### src/rtl/buzzer_pkg.sv
// Shared types and per-pattern constants for the buzzer sequencer.
package buzzer_pkg;

   // Sequencer states
   typedef enum logic [1:0] {
      ST_IDLE = 2'd0,
      ST_TONE = 2'd1,
      ST_GAP  = 2'd2
   } state_t;

   // Pattern ids, numerically ordered by priority (higher value wins)
   typedef enum logic [1:0] {
      PAT_NONE = 2'd0,
      PAT_KEY  = 2'd1,
      PAT_OK   = 2'd2,
      PAT_FAIL = 2'd3
   } pat_t;

   localparam int UNITS_W = 3;

   // Number of tone beeps in a pattern
   function automatic logic [UNITS_W-1:0] pat_beeps(input pat_t p);
      case (p)
         PAT_KEY:  return 3'd1;
         PAT_OK:   return 3'd3;
         PAT_FAIL: return 3'd1;
         default:  return 3'd0;
      endcase
   endfunction

   // Length of each tone in units
   function automatic logic [UNITS_W-1:0] pat_tone_units(input pat_t p);
      case (p)
         PAT_KEY:  return 3'd1;
         PAT_OK:   return 3'd1;
         PAT_FAIL: return 3'd5;
         default:  return 3'd0;
      endcase
   endfunction

   // Length of the silent gap between beeps in units
   function automatic logic [UNITS_W-1:0] pat_gap_units(input pat_t p);
      case (p)
         PAT_OK:  return 3'd1;
         default: return 3'd0;
      endcase
   endfunction

   // Tone select: 1 = low tone, 0 = high tone
   function automatic logic pat_tone_lo(input pat_t p);
      case (p)
         PAT_FAIL: return 1'b1;
         default:  return 1'b0;
      endcase
   endfunction

   // Priority encoder for simultaneous event pulses
   function automatic pat_t pat_of_events(input logic fail, input logic ok, input logic key);
      pat_t p;
      if (fail) begin
         p = PAT_FAIL;
      end else if (ok) begin
         p = PAT_OK;
      end else if (key) begin
         p = PAT_KEY;
      end else begin
         p = PAT_NONE;
      end
      return p;
   endfunction

endpackage

### src/rtl/buzzer_pattern_gen_tone_divider.sv
// Square-wave generator: restart forces the first (high) half-period,
// enable keeps toggling every 'half' cycles, otherwise the output is silent.
module tone_divider #(
   parameter int PH_W = 4
) (
   input  logic            clk,
   input  logic            rst,
   input  logic            enable,
   input  logic            restart,
   input  logic [PH_W-1:0] half,
   output logic            wave
);

   logic [PH_W-1:0] phase_r;
   logic            wave_r;

   // Phase counter and output level; restart wins over enable
   always_ff @(posedge clk or posedge rst) begin
      if (rst) begin
         phase_r <= {PH_W{1'b0}};
         wave_r  <= 1'b0;
      end else if (restart) begin
         phase_r <= {PH_W{1'b0}};
         wave_r  <= 1'b1;
      end else if (enable) begin
         if (phase_r == half - PH_W'(1)) begin
            phase_r <= {PH_W{1'b0}};
            wave_r  <= ~wave_r;
         end else begin
            phase_r <= phase_r + PH_W'(1);
         end
      end else begin
         phase_r <= {PH_W{1'b0}};
         wave_r  <= 1'b0;
      end
   end

   assign wave = wave_r;

endmodule

### src/rtl/buzzer_pattern_gen.sv
// Event-driven buzzer sequencer: turns one-cycle game events into timed
// tone patterns, with higher-priority events pre-empting the current one.
module buzzer_pattern_gen
   import buzzer_pkg::*;
#(
   parameter int CLK_HZ     = 50_000_000,
   parameter int UNIT_MS    = 100,
   parameter int TONE_HI_HZ = 2000,
   parameter int TONE_LO_HZ = 1000
) (
   input  logic clk,
   input  logic RST,
   input  logic evt_key,
   input  logic evt_ok,
   input  logic evt_fail,
   output logic buzzer,
   output logic busy
);

   localparam int UNIT_CYC = CLK_HZ / 1000 * UNIT_MS;
   localparam int HALF_HI  = CLK_HZ / (2 * TONE_HI_HZ);
   localparam int HALF_LO  = CLK_HZ / (2 * TONE_LO_HZ);
   localparam int DUR_W    = $clog2(UNIT_CYC * 5 + 1);
   // Sized for the longer half-period so either tone fits
   localparam int HALF_MAX = (HALF_HI > HALF_LO) ? HALF_HI : HALF_LO;
   localparam int PH_W     = $clog2(HALF_MAX + 1);

   if (UNIT_CYC < 1) begin : g_bad_unit
      $error("buzzer_pattern_gen: UNIT_CYC must be >= 1");
   end
   if (HALF_HI < 1) begin : g_bad_half_hi
      $error("buzzer_pattern_gen: HALF_HI must be >= 1");
   end
   if (HALF_LO < 1) begin : g_bad_half_lo
      $error("buzzer_pattern_gen: HALF_LO must be >= 1");
   end

   // Last-cycle index of a segment lasting 'units' pattern units
   function automatic logic [DUR_W-1:0] seg_last(input logic [UNITS_W-1:0] units);
      return DUR_W'(units) * DUR_W'(UNIT_CYC) - DUR_W'(1);
   endfunction

   state_t              state_r;
   pat_t                pat_r;
   logic [UNITS_W-1:0]  beeps_left_r;
   logic [DUR_W-1:0]    dur_r;
   logic                busy_r;

   pat_t                req_s;
   pat_t                cur_pri_s;
   logic                seg_end_s;
   logic                ending_s;
   logic                accept_s;
   logic                restart_s;
   logic                enable_s;
   logic [PH_W-1:0]     half_s;
   logic                wave_s;

   // Event arbitration and divider control derived from the current segment
   always_comb begin
      req_s     = pat_of_events(evt_fail, evt_ok, evt_key);
      seg_end_s = (dur_r == {DUR_W{1'b0}});
      ending_s  = 1'b0;
      cur_pri_s = pat_r;
      if (state_r == ST_IDLE) begin
         ending_s = 1'b1;
      end else if ((state_r == ST_TONE) && seg_end_s && (beeps_left_r == 3'd0)) begin
         // Final cycle of the pattern: any event may follow without a dead cycle
         ending_s = 1'b1;
      end else begin
         ending_s = 1'b0;
      end
      if (ending_s) begin
         cur_pri_s = PAT_NONE;
      end else begin
         cur_pri_s = pat_r;
      end
      accept_s  = (req_s > cur_pri_s);
      restart_s = accept_s || ((state_r == ST_GAP) && seg_end_s);
      enable_s  = (state_r == ST_TONE) && !seg_end_s;
      if (pat_tone_lo(pat_r)) begin
         half_s = PH_W'(HALF_LO);
      end else begin
         half_s = PH_W'(HALF_HI);
      end
   end

   // Sequencer FSM: segment timing, beep bookkeeping and registered busy
   always_ff @(posedge clk or posedge RST) begin
      if (RST) begin
         state_r      <= ST_IDLE;
         pat_r        <= PAT_NONE;
         beeps_left_r <= 3'd0;
         dur_r        <= {DUR_W{1'b0}};
         busy_r       <= 1'b0;
      end else if (accept_s) begin
         state_r      <= ST_TONE;
         pat_r        <= req_s;
         beeps_left_r <= pat_beeps(req_s) - 3'd1;
         dur_r        <= seg_last(pat_tone_units(req_s));
         busy_r       <= 1'b1;
      end else begin
         case (state_r)
            ST_IDLE: begin
               busy_r <= 1'b0;
            end
            ST_TONE: begin
               if (seg_end_s) begin
                  if (beeps_left_r != 3'd0) begin
                     state_r <= ST_GAP;
                     dur_r   <= seg_last(pat_gap_units(pat_r));
                     busy_r  <= 1'b1;
                  end else begin
                     state_r <= ST_IDLE;
                     pat_r   <= PAT_NONE;
                     dur_r   <= {DUR_W{1'b0}};
                     busy_r  <= 1'b0;
                  end
               end else begin
                  dur_r <= dur_r - DUR_W'(1);
               end
            end
            ST_GAP: begin
               if (seg_end_s) begin
                  state_r      <= ST_TONE;
                  beeps_left_r <= beeps_left_r - 3'd1;
                  dur_r        <= seg_last(pat_tone_units(pat_r));
                  busy_r       <= 1'b1;
               end else begin
                  dur_r <= dur_r - DUR_W'(1);
               end
            end
            default: begin
               state_r      <= ST_IDLE;
               pat_r        <= PAT_NONE;
               beeps_left_r <= 3'd0;
               dur_r        <= {DUR_W{1'b0}};
               busy_r       <= 1'b0;
            end
         endcase
      end
   end

   tone_divider #(
      .PH_W(PH_W)
   ) u_tone (
      .clk     (clk),
      .rst     (RST),
      .enable  (enable_s),
      .restart (restart_s),
      .half    (half_s),
      .wave    (wave_s)
   );

   assign buzzer = wave_s;
   assign busy   = busy_r;

endmodule

### config.mk
export PLATFORM = sky130hd
export DESIGN_NAME = buzzer_pattern_gen
export DESIGN_NICKNAME = d
export VERILOG_FILES = /design/src/rtl/buzzer_pkg.sv /design/src/rtl/buzzer_pattern_gen_tone_divider.sv /design/src/rtl/buzzer_pattern_gen.sv
export SDC_FILE = /design/constraint.sdc
export NUM_CORES = 1
export LEC_CHECK = 0
export CAP_MARGIN = 0
export CORE_MARGIN = 5
export CORE_UTILIZATION = 45
export DETAILED_ROUTE_END_ITERATION = 10
export GPL_TIMING_DRIVEN = 0
export PLACE_DENSITY = 0.65
export SETUP_SLACK_MARGIN = 0.5
export SLEW_MARGIN = 30
export SYNTH_ARGS = -nofsm -noshare
export SYNTH_HDL_FRONTEND = slang
export SYNTH_SLANG_ARGS = --single-unit
### constraint.sdc
create_clock -name clk -period 4.9 [get_ports clk]
set_clock_uncertainty 0.15 [all_clocks]
set_input_delay 0.98 -clock clk [delete_from_list [all_inputs] [get_ports clk]]
set_output_delay 0.98 -clock clk [all_outputs]
set_load 0.02 [all_outputs]
# After elaboration in Yosys (flattened, before gate mapping)
# Index checks and enable logic that the tools add are counted.
op_classes:
  div: 0
  mul: 3
  addsub: 8
  magnitude_cmp: 1
  shifts: 0
  n_reduce_logical: 19
  n_mux: 49
  eq_ne: 16
  bitwise_logic: 1
ops:
  columns: ["op", "n"]
  rows:
  - ["25-bit two-way mux", 4]
  - ["25-bit by 1-bit subtractor with 25-bit output, second input constant", 4]
  - ["25-bit one-hot mux with 3 select lines", 1]
  - ["15-bit two-way mux", 4]
  - ["3-bit by 17-bit multiplier with 19-bit output, second input constant", 3]
  - ["3-bit two-way mux", 11]
  - ["25-bit logical NOT", 1]
  - ["2-bit two-way mux", 10]
  - ["3-bit one-hot mux with 2 select lines", 3]
  - ["15-bit by 1-bit adder with 15-bit output, second input constant", 1]
  - ["15-bit == test", 1]
  - ["15-bit by 1-bit subtractor with 15-bit output, second input constant", 1]
  - ["1-bit two-way mux", 12]
  - ["2-bit == test, second input constant", 5]
  - ["2-bit OR reduction", 5]
  - ["3-bit != test, second input constant", 3]
  - ["2-bit one-hot mux with 2 select lines", 2]
  - ["2-bit by 1-bit == test with 1-bit output, second input constant", 3]
  - ["2-bit one-hot mux with 3 select lines", 1]
  - ["3-bit AND reduction", 2]
  - ["3-bit by 1-bit subtractor with 3-bit output, second input constant", 2]
  - ["1-bit logical AND", 4]
  - ["2-bit by 1-bit != test with 1-bit output, second input constant", 2]
  - ["2-bit AND reduction", 2]
  - ["10 further kinds", 10]
word_totals:
  output_inout_bits: 2
  romBits: 0
  n_memories: 0
  latch_bits: 0
  register_bits: 49
  ram_bits: 0

# Logic depth before layout (Yosys ltp)
# Gate-level depths: netlist of run 1.
logic_depth:
  ltp_word: 14
  depth_mapped: 15
  ltp_nobuf: 14

# Modules after synthesis
# A second synthesis of run 1 with hierarchy kept.
unflattened:
  cells_unflattened: 448
  area_unflattened_um2: 3973.8
modules_own_cells:
  columns: ["module", "area_each_um2", "n_inst", "cells_per_inst"]
  rows:
  - ["buzzer_pattern_gen", 2492.4, 1, 288]
  - ["tone_divider", 1481.4, 1, 160]

# Worst setup path before layout of run 1
# Ideal clock, no wire load.
synth_timing:
  kind: "flip-flop to flip-flop"
  from: "register dur_r[7]"
  to: "register dur_r[14]"
  path_slack_ns: 1.052
  t_required_ns: 4.684
  setup_time_ns: 0.066
  path_stages_with_launch: 15
  period_less_slack_ns: 3.848
  arrival_time_ns: 3.632
  cell_sequence: "dfrtp_1 -> or4_1 -> buf_2 -> or3_4 -> nor3_1 -> a31oi_1 -> nand2_1 -> ha_1 -> nor2b_1 -> o21ai_0 -> clkbuf_1 -> nand2_1 -> a21oi_1 -> a21o_1 -> a221o_1"
synth_between:
  elab_chain_len: 8
  word_cells_on_any_way: 13
synth_rtl:
  columns: ["item", "line_no", "source"]
  rows:
  - ["start, declared", "buzzer_pattern_gen.sv:46", "logic [DUR_W-1:0] dur_r;"]
  - ["start signal, assigned", "buzzer_pattern_gen.sv:94", "dur_r <= {DUR_W{1'b0}};"]
  - ["start signal, assigned", "buzzer_pattern_gen.sv:100", "dur_r <= seg_last(pat_tone_units(req_s));"]
  - ["start signal, assigned", "buzzer_pattern_gen.sv:111", "dur_r <= seg_last(pat_gap_units(pat_r));"]
  - ["parallel branches: the longest is 8 deep, another holds 25-bit by 1-bit subtractor with 25-bit output", null, null]
# Parallel ways; which one is timed is not known.
# A chain may end at the register's enable or synchronous reset.

# Final worst setup path of run 1
layout_timing:
  from: "register dur_r[6]"
  to: "register dur_r[14]"
# Same word-level chain as after synthesis.

==> flow_metrics.env, run 1 <==
export IMPL_synth_area_um2=3240
export IMPL_drtAntennaViolNets=0
export IMPL_final_nets=419
export IMPL_via_per_inst=5.96
export IMPL_die_h_um=94.8
export IMPL_die_area_um2=9000
export IMPL_drtIter0Drc=188
export IMPL_synth_distinct_cells=55
export IMPL_overflow=0
export IMPL_synth_async_sr_flop_share_pct=100
export IMPL_cp_cell_sequence="or4_1, buf_2, or3_4, nor3_4, a31oi_1, and2_1, ha_1, nand2_1, o21ai_0, clkbuf_2, nand2_1, a21oi_2, a21o_1, a221o_1"
export IMPL_routed_wl_um=7960
export IMPL_clock_path_buffers=2
export IMPL_worstSetupStartpointType="register"
export IMPL_start_util_pct=45.4
export IMPL_maxCapViolCount=0
export IMPL_synth_edf_count=0
export IMPL_cts_root_buf="clkbuf_8"
export IMPL_final_min_clock_period_ns=4.11
export IMPL_final_hold_viol_count=0
export IMPL_drc=0
export IMPL_fill_cells=718
export IMPL_path_max_fanout=10
export IMPL_rows=31
export IMPL_synthFlopType="dfrtp_1"
export IMPL_arrival_ns=4.15
export IMPL_syn_to_final_growth_pct=10.6
export IMPL_worst_pin_slew_ns=0.721
export IMPL_power_density_nw_per_um2=636
export IMPL_pwr_share_comb_pct=55.2
export IMPL_switching_share_pct=46.4
export IMPL_cp_required_ns=4.94
export IMPL_path_delay_family="simple AND/OR/NAND/NOR gates"
export IMPL_drive_above_1_share_pct=5.54
export IMPL_antenna_found_initial=0
export IMPL_path_buf_inv=2
export IMPL_critical_path_top_cell_by_count="nand2_1"
export IMPL_post_cts_buffers=0
export IMPL_htreeDepth=2
export IMPL_cts_tree="done"
export IMPL_p_leak_nw=1.49
export IMPL_cpMaxStageDelayCell="or4_1"
export IMPL_cts_buffers=5
export IMPL_grt_max_degree=50
export IMPL_pwr_share_seq_pct=29.8
export IMPL_grt_use_total_pct=18.9
export IMPL_synthCells=383
export IMPL_power_frac_clock_pct=15.0
export IMPL_grt_pass1_vias=2754
export IMPL_finalSetupTns_ns=0
export IMPL_first_pass_iters=5
export IMPL_power_switching_mw=1.06
export IMPL_num_vias=2956
export IMPL_irDropWorstVdd_mv=0.349
export IMPL_final_util_pct=50.2
export IMPL_p_int_mw=1.22
export IMPL_slew_viol_final=0
export IMPL_clk_pin_slew_ns=0.10
export IMPL_clock_latency_ns=0.31
export IMPL_fmax_ghz=0.243
export IMPL_diodes=0
export IMPL_syn_avg_cell_area_um2=8.46
export IMPL_ios=7
export IMPL_outcome="finished clean"
export IMPL_whs_ns=0.328
export IMPL_grt_first_pass_wirelength_um=13400
export IMPL_yosys_register_bits=49
export IMPL_port_buffers=6
export IMPL_critPathCaptureType="register"
export IMPL_hold_class="reg2reg"
export IMPL_core_area_um2=7140
export IMPL_syn_nets=406
export IMPL_routabilityCongestion=0.888
export IMPL_dp_hpwl_um=5690
export IMPL_path_class="reg2reg"
export IMPL_slew_headroom_pct=51.5
export IMPL_yosys_warnings=0
export IMPL_cts_sinks=49
export IMPL_period_share_pct=83.8
export IMPL_die_w_um=94.8
export IMPL_setup_violations_final=0
export IMPL_rsz0062_at_grt="no"
export IMPL_synth_seq_area_share_pct=37.9
export IMPL_wl_per_cell_um=16.1
export IMPL_slowest_delay_ns=0.53
placed cells by master, fill, tap and decap left out, types with 8 or more instances in the layout:
| cell type | instances |
|---|---|
| nor2_1 | 42 |
| ha_1 | 18 |
| nand4_1 | 9 |
| clkbuf_1 | 12 |
| nand3_1 | 14 |
| nand2_1 | 27 |
| nor3_1 | 14 |
| inv_1 | 17 |
| o21ai_0 | 28 |
| xor2_1 | 10 |
| dfrtp_1 | 49 |
| xnor2_1 | 8 |
| a21oi_1 | 34 |
| a221o_1 | 9 |
| and3_1 | 8 |
cells in the mapped netlist, drive strengths merged, types with 2 or more instances:
cell / instances / area [um^2]
a31oi: 2 / 12.5
buf: 4 / 16.3
nand3: 14 / 70.1
nor3b: 2 / 15.0
xnor2: 8 / 70.1
dfrtp: 49 / 1230
nand2: 27 / 101
or3: 4 / 30.0
xor2: 10 / 87.6
a211o: 2 / 17.5
inv: 18 / 67.6
nor4b: 2 / 17.5
clkbuf: 13 / 48.8
and3: 8 / 50.1
a21oi: 35 / 175
nand2b: 3 / 18.8
ha: 18 / 225
o221ai: 2 / 17.5
o21ai: 28 / 140
nor2b: 6 / 37.5
and2: 5 / 33.8
a21boi: 3 / 22.5
a22oi: 2 / 15.0
nand4: 9 / 56.3
o211ai: 5 / 37.5
o31a: 2 / 17.5
nor3: 16 / 85.1
or2: 2 / 12.5
a211oi: 3 / 22.5
o31ai: 2 / 15.0
a221o: 9 / 90.1
nor4: 5 / 31.3
o22ai: 2 / 12.5
o21a: 2 / 15.0
or4: 5 / 37.5
o41ai: 3 / 26.3
nor2: 42 / 158
layout make-up:
type | instances | area, um^2 | share of cell area [%]
buffer | 17 | 67.6 | 1.89
tap | 99 | 124 | 3.46
sequential | 49 | 1230 | 34.2
clock inverter | 3 | 65.1 | 1.82
clock buffer | 5 | 68.8 | 1.92
inverter | 18 | 70.1 | 1.96
multi-input combinational | 299 | 1900 | 53.1
timing repair buffer | 6 | 60.1 | 1.68
cells by family (layout without fill, tap and decap cells):
kind of cell	count (synthesis)	in the layout	synth area share, %
compound gates	106	106	20.9
xor+xnor	18	18	4.87
fa+ha+maj	18	18	6.95
buf+inv	35	49	4.09
flops	49	49	37.9
mux	2	2	0.657
simple gates	155	155	24.7
layer usage:
layer	vias up	global-route usage [%]	part of all wire, %
met1	1399	27.0	47
li1	1428	-	-
met4	0	6.73	2.5
met3	24	3.27	6.0
met5	-	0	0
met2	105	28.8	44
worst reg2reg max path: cells and delay by family (launching register included):
family                   cells  cell delay, ns
AND/OR/NAND/NOR              6            1.83
AO/OA/AOI/OAI                5            0.93
adder cells (fa/ha/maj)      1            0.27
flip-flops                   1            0.45
buffers and inverters        2            0.37
state kept, by name, indices dropped and copies added (netlist names):
name,flops
dur_r,25
u_tone.phase_r,15
beeps_left_r,3
pat_r,2
state_r,2
busy,1
u_tone.wave,1
path summary, 6_finish.rpt:
kind	startpoint	end	slack (ns)	depth (start not counted)
max in group asynchronous	RST	dur_r[18]$_DFFE_PP0P_	3.24	2
worst min register to register	u_tone.phase_r[0]$_DFF_PP0_	u_tone.phase_r[0]$_DFF_PP0_	0.33	1
worst max-delay path	dur_r[6]$_DFFE_PP0P_	dur_r[14]$_DFFE_PP0P_	0.79	14
min in group asynchronous	RST	dur_r[1]$_DFFE_PP0P_	0.96	2
worst min-delay path	u_tone.phase_r[0]$_DFF_PP0_	u_tone.phase_r[0]$_DFF_PP0_	0.33	1
worst max register to register	dur_r[6]$_DFFE_PP0P_	dur_r[14]$_DFFE_PP0P_	0.79	14
per-stage QoR:
stage          instances  power [mW]  setup slack [ns]  area, um^2
2_1_floorplan        383        1.57              1.05        3240
3_3_place_gp         488        1.89             0.274        3420
3_5_place_dp         488        1.92             0.297        3430
4_1_cts              496        2.27             0.583        3570
5_1_grt              496        2.47             0.583        3580
6_report             496        2.28             0.792        3580
power groups by stage:
| stage | sequential [mW] | clock (mW) | combinational (mW) |
|---|---|---|---|
| finish | 0.681 | 0.342 | 1.26 |
| global route | 0.702 | 0.369 | 1.40 |
| CTS | 0.675 | 0.353 | 1.24 |
| detailed placement | 0.678 | 0 | 1.24 |
| global placement | 0.679 | 0 | 1.21 |
| floorplan | 0.657 | 0 | 0.918 |
timing repair:
| item | CTS | global route |
|---|---|---|
| gates resized for setup | 3 | 4 |
| hold buffers | 0 | 0 |
| setup endpoints to repair | 10 | 13 |
Note: power is estimated with default switching activity, not from simulation.
==> inputs of run 2 (changes only) <==
- clock period: 4.9 -> 4.1 ns (I/O delays scaled with it)
==> flow_metrics.env, run 2 (synthesized netlist as in run 1, its figures left out) <==
export IMPL_outcome="finished clean"
export IMPL_diodes=0
export IMPL_die_h_um=94.8
export IMPL_maxCapViolCount=0
export IMPL_start_util_pct=45.4
export IMPL_grt_pass1_vias=2870
export IMPL_critPathCaptureType="register"
export IMPL_largest_reg_flops=25
export IMPL_clk_pin_slew_ns=0.09
export IMPL_drtIter0Drc=233
export IMPL_wl_per_cell_um=16.5
export IMPL_first_pass_iters=5
export IMPL_via_per_inst=5.88
export IMPL_arrival_ns=3.68
export IMPL_reg_largest_list="dur_r: 25 flops, u_tone.phase_r: 15 flops, beeps_left_r: 3 flops"
export IMPL_dp_hpwl_um=5890
export IMPL_drive_above_1_share_pct=11.1
export IMPL_whs_ns=0.346
export IMPL_routabilityCongestion=0.877
export IMPL_ios=7
export IMPL_rsz0062_at_grt="yes"
export IMPL_cp_required_ns=4.15
export IMPL_drtAntennaViolNets=0
export IMPL_cts_root_buf="clkbuf_8"
export IMPL_slew_viol_final=0
export IMPL_final_common_cell="dfrtp_1"
export IMPL_die_area_um2=9000
export IMPL_rows=31
export IMPL_fin_area_um2=3710
export IMPL_setup_violations_final=0
export IMPL_overflow=0
export IMPL_final_min_clock_period_ns=3.63
export IMPL_cts_buffers=5
export IMPL_drc=0
export IMPL_fill_cells=689
export IMPL_worst_pin_slew_ns=0.734
export IMPL_power_density_nw_per_um2=766
export IMPL_grt_max_degree=29
export IMPL_top_register="dur_r"
export IMPL_grt_first_pass_wirelength_um=14000
export IMPL_num_vias=2960
export IMPL_dpl_instance_area_um2=3460
export IMPL_grt_use_total_pct=19.5
export IMPL_finalSetupTns_ns=0
export IMPL_final_nets=426
export IMPL_clock_latency_ns=0.31
export IMPL_irDropWorstVdd_mv=0.391
export IMPL_cts_tree="done"
export IMPL_antenna_found_initial=0
export IMPL_final_hold_viol_count=0
export IMPL_syn_to_final_growth_pct=14.7
export IMPL_path_max_fanout=10
export IMPL_htreeDepth=2
export IMPL_die_w_um=94.8
export IMPL_p_leak_nw=1.54
export IMPL_cts_sinks=49
export IMPL_core_area_um2=7140
export IMPL_worstSetupStartpointType="register"
export IMPL_layout_common_cells="48 x dfrtp_1, 41 x nor2_1, 32 x a21oi_1"
export IMPL_slew_headroom_pct=50.7
export IMPL_port_buffers=6
export IMPL_routed_wl_um=8320
export IMPL_hold_class="reg2reg"
export IMPL_fmax_ghz=0.275
export IMPL_path_class="reg2reg"
export IMPL_finalPower_mw=2.85
export IMPL_clock_path_buffers=2
export IMPL_period_share_pct=88.5
run 2: through the flow:
step                      utilization [%]  instances  setup slack [ns]
final                                52.1        503             0.470
after global routing                 52.1        503             0.356
after CTS                            50.7        502             0.513
after detailed placement             48.5        489           -0.0892
after global placement               48.2        488           -0.0734
after floorplan                         -        383             0.524
run 2: report_power, final:
group	internal (mW)	switching, mW
Clock	0.121	0.162
Sequential	0.651	0.170
Combinational	0.728	1.01
run 2: final timing paths:
kind / startpoint / end / slack, ns / cells after the start
min: u_tone.phase_r[0]$_DFF_PP0_ / u_tone.phase_r[0]$_DFF_PP0_ / 0.35 / 1
min reg2reg: u_tone.phase_r[0]$_DFF_PP0_ / u_tone.phase_r[0]$_DFF_PP0_ / 0.35 / 1
min in group asynchronous: RST / u_tone.phase_r[7]$_DFF_PP0_ / 0.66 / 2
max in group asynchronous: RST / dur_r[6]$_DFFE_PP0P_ / 2.68 / 3
max reg2reg: dur_r[6]$_DFFE_PP0P_ / dur_r[14]$_DFFE_PP0P_ / 0.47 / 14
max: dur_r[6]$_DFFE_PP0P_ / dur_r[14]$_DFFE_PP0P_ / 0.47 / 14
run 2: worst max-delay path, cell delays in order (launching register included):
cell	delay [ns]
dfrtp_2	0.43
or4_4	0.51
buf_6	0.14
or3_4	0.35
nor3_4	0.22
a31oi_2	0.13
and2_1	0.18
ha_1	0.27
nand2_1	0.11
o21ai_2	0.08
clkbuf_4	0.19
nand2_4	0.14
a21oi_4	0.08
a21o_1	0.21
a221o_1	0.33
run 2: per-layer routing:
layer  GRT usage [%]  share of wire, %  vias up
met5               0                 0        -
met4            6.01               1.9        0
met3            2.47               5.0       17
met2            30.9                46       87
met1            27.6                47     1429
li1                -                 -     1427
run 2: cell type report:
class	instances	area (um^2)	share of cell area, %
flip-flops and latches	49	1230	33.0
plain buffers	17	92.6	2.49
well taps	99	124	3.33
inverters	18	70.1	1.89
clock inverters	1	7.51	0.202
repair buffers	13	125	3.37
clock buffers	7	76.3	2.05
multi-input cells	299	1990	53.6
run 2: what timing repair did:
| action | CTS | global route |
|---|---|---|
| endpoints found under the hold margin | 0 | 0 |
| endpoints found under the setup margin | 44 | 38 |
| gates resized for setup | 11 | 29 |
| buffers inserted | 5 | 1 |
| hold buffers | 0 | 0 |
| pin swaps | 5 | 8 |
==> inputs of run 3 (changes only) <==
- MAX_ROUTING_LAYER: not set -> met4
- REMOVE_ABC_BUFFERS: not set -> 1
==> flow_metrics.env, run 3 (synthesized netlist as in run 1, its figures left out) <==
export IMPL_outcome="finished clean"
export IMPL_routabilityCongestion=0.893
export IMPL_hold_start="u_tone.phase_r[0]$_DFF_PP0_"
export IMPL_final_common_cell="dfrtp_1"
export IMPL_reg2regPathDepth=14
export IMPL_finalSetupTns_ns=0
export IMPL_drc=0
export IMPL_port_buffers=6
export IMPL_r2r_setup_slack_ns=0.56
export IMPL_pre_cts_slack_ns=-0.522
export IMPL_antenna_found_initial=0
export IMPL_die_h_um=94.8
export IMPL_p_leak_nw=1.57
export IMPL_cts_hold_buffers=0
export IMPL_largest_reg_flops=25
export IMPL_rows=31
export IMPL_wl_per_cell_um=16.4
export IMPL_ios=7
export IMPL_dpl_instance_area_um2=3420
export IMPL_num_vias=2975
export IMPL_top_register="dur_r"
export IMPL_final_nets=417
export IMPL_power_frac_clock_pct=12.3
export IMPL_slew_headroom_pct=44.5
export IMPL_syn_to_final_growth_pct=16.8
export IMPL_period_share_pct=86.2
export IMPL_rsz0062_at_grt="yes"
export IMPL_cts_tree="done"
export IMPL_die_w_um=94.8
export IMPL_critPathCaptureType="register"
export IMPL_clock_latency_ns=0.31
export IMPL_holdPathStages=1
export IMPL_start_util_pct=45.4
export IMPL_hold_end="u_tone.phase_r[0]$_DFF_PP0_"
export IMPL_r2r_start="dur_r[6]$_DFFE_PP0P_"
export IMPL_fmax_ghz=0.283
export IMPL_cp_required_ns=4.19
export IMPL_whs_ns=0.333
export IMPL_grt_pass1_vias=2732
export IMPL_grt_max_degree=50
export IMPL_drtIter0Drc=250
export IMPL_worstSetupStartpointType="register"
export IMPL_fin_ws_ns=0.564
export IMPL_cts_root_buf="clkbuf_8"
export IMPL_cts_buffers=5
export IMPL_diodes=0
export IMPL_final_min_clock_period_ns=3.54
export IMPL_pwr_share_seq_pct=28.9
export IMPL_routed_wl_um=8120
export IMPL_worst_pin_slew_ns=0.830
export IMPL_drive_above_1_share_pct=13.4
export IMPL_rr_endpoint="dur_r[18]$_DFFE_PP0P_"
export IMPL_grt_first_pass_wirelength_um=13600
export IMPL_fin_area_um2=3780
export IMPL_irDropWorstVdd_mv=0.529
export IMPL_instances_no_fill=494
export IMPL_arrival_ns=3.62
export IMPL_maxCapViolCount=0
export IMPL_slew_viol_final=0
export IMPL_via_per_inst=6.02
export IMPL_layout_common_cells="47 x dfrtp_1, 41 x nor2_1, 34 x a21oi_1"
export IMPL_clock_path_buffers=2
export IMPL_pwr_share_comb_pct=58.7
export IMPL_first_pass_iters=5
export IMPL_p_int_mw=1.56
export IMPL_overflow=0
export IMPL_clk_pin_slew_ns=0.10
export IMPL_power_density_nw_per_um2=770
export IMPL_switching_share_pct=46.5
export IMPL_core_area_um2=7140
export IMPL_grt_use_total_pct=19.7
export IMPL_setup_violations_final=0
export IMPL_path_class="reg2reg"
export IMPL_dp_hpwl_um=5450
export IMPL_path_max_fanout=4
export IMPL_placed_cells=474
export IMPL_htreeDepth=2
export IMPL_drtAntennaViolNets=0
export IMPL_reg_largest_list="dur_r: 25 flops, u_tone.phase_r: 15 flops, beeps_left_r: 3 flops"
export IMPL_final_hold_viol_count=0
export IMPL_power_switching_mw=1.36
export IMPL_cts_sinks=49
export IMPL_hold_class="reg2reg"
export IMPL_die_area_um2=9000
## run 3: cell count changes in the layout (fill, tap and decap cells not counted), sizes merged
cell	change
clkbuf	-12
bufinv	+1
clkinv	+1
nor2	+1
## run 3: layout make-up
type                    count  area (um^2)
fillers                   686         3350
multi-input cells         300         2050
flip-flops and latches     49         1230
repair buffers             20          196
well taps                  99          124
inverters                  18         70.1
clock buffers               5         68.8
clock inverters             3         46.3
## run 3: routing by layer
metal / up-vias / track usage [%] / routed length, um
met3: 8 / 3.90 / 496
met5: - / - / 0
li1: 1416 / - / -
met2: 92 / 29.2 / 3740
met1: 1459 / 26.9 / 3770
met4: 0 / 6.97 / 112
## run 3: worst max-delay path, stage by stage, from the launching register on
cell and delay [ns]:
dfrtp_2 0.42, or4_4 0.54, or3_4 0.37, nor3_4 0.17, buf_6 0.14, a31oi_4 0.09
nand2_2 0.12, ha_4 0.20, nor2b_4 0.14, o21ai_4 0.17, buf_6 0.14, o211ai_1 0.13
nand2b_4 0.19, or4_1 0.40, o211ai_1 0.09
## run 3: timing repair
item / CTS / global route
endpoints found under the setup margin: 43 / 33
buffers inserted: 7 / 4
gates resized for setup: 20 / 11
gates cloned: 1 / 0
pin swaps: 8 / 5
## run 3: through the flow
stage | utilization, % | power [mW]
floorplan | - | 1.84
global placement | 47.1 | 2.19
detailed placement | 47.9 | 2.26
CTS | 51.7 | 2.80
global route | 53.0 | 3.15
finish | 53.0 | 2.91
## run 3: power by group through the flow
stage               Combinational [mW]  Sequential [mW]  Clock, mW
floorplan                         1.05            0.792          0
global placement                  1.36            0.826          0
detailed placement                1.43            0.832          0
CTS                               1.61            0.827      0.370
global route                      1.90            0.861      0.392
finish                            1.71            0.843      0.360
## run 3: how the worst max path moves through the flow
stage / from / end / cells after the start
floorplan: dur_r[7]$_DFFE_PP0P_ / dur_r[18]$_DFFE_PP0P_ / 12
global placement: dur_r[7]$_DFFE_PP0P_ / dur_r[18]$_DFFE_PP0P_ / 12
finish: dur_r[6]$_DFFE_PP0P_ / dur_r[18]$_DFFE_PP0P_ / 14
global route: dur_r[0]$_DFFE_PP0P_ / dur_r[18]$_DFFE_PP0P_ / 16
CTS: dur_r[6]$_DFFE_PP0P_ / dur_r[17]$_DFFE_PP0P_ / 14
detailed placement: dur_r[7]$_DFFE_PP0P_ / dur_r[23]$_DFFE_PP0P_ / 13
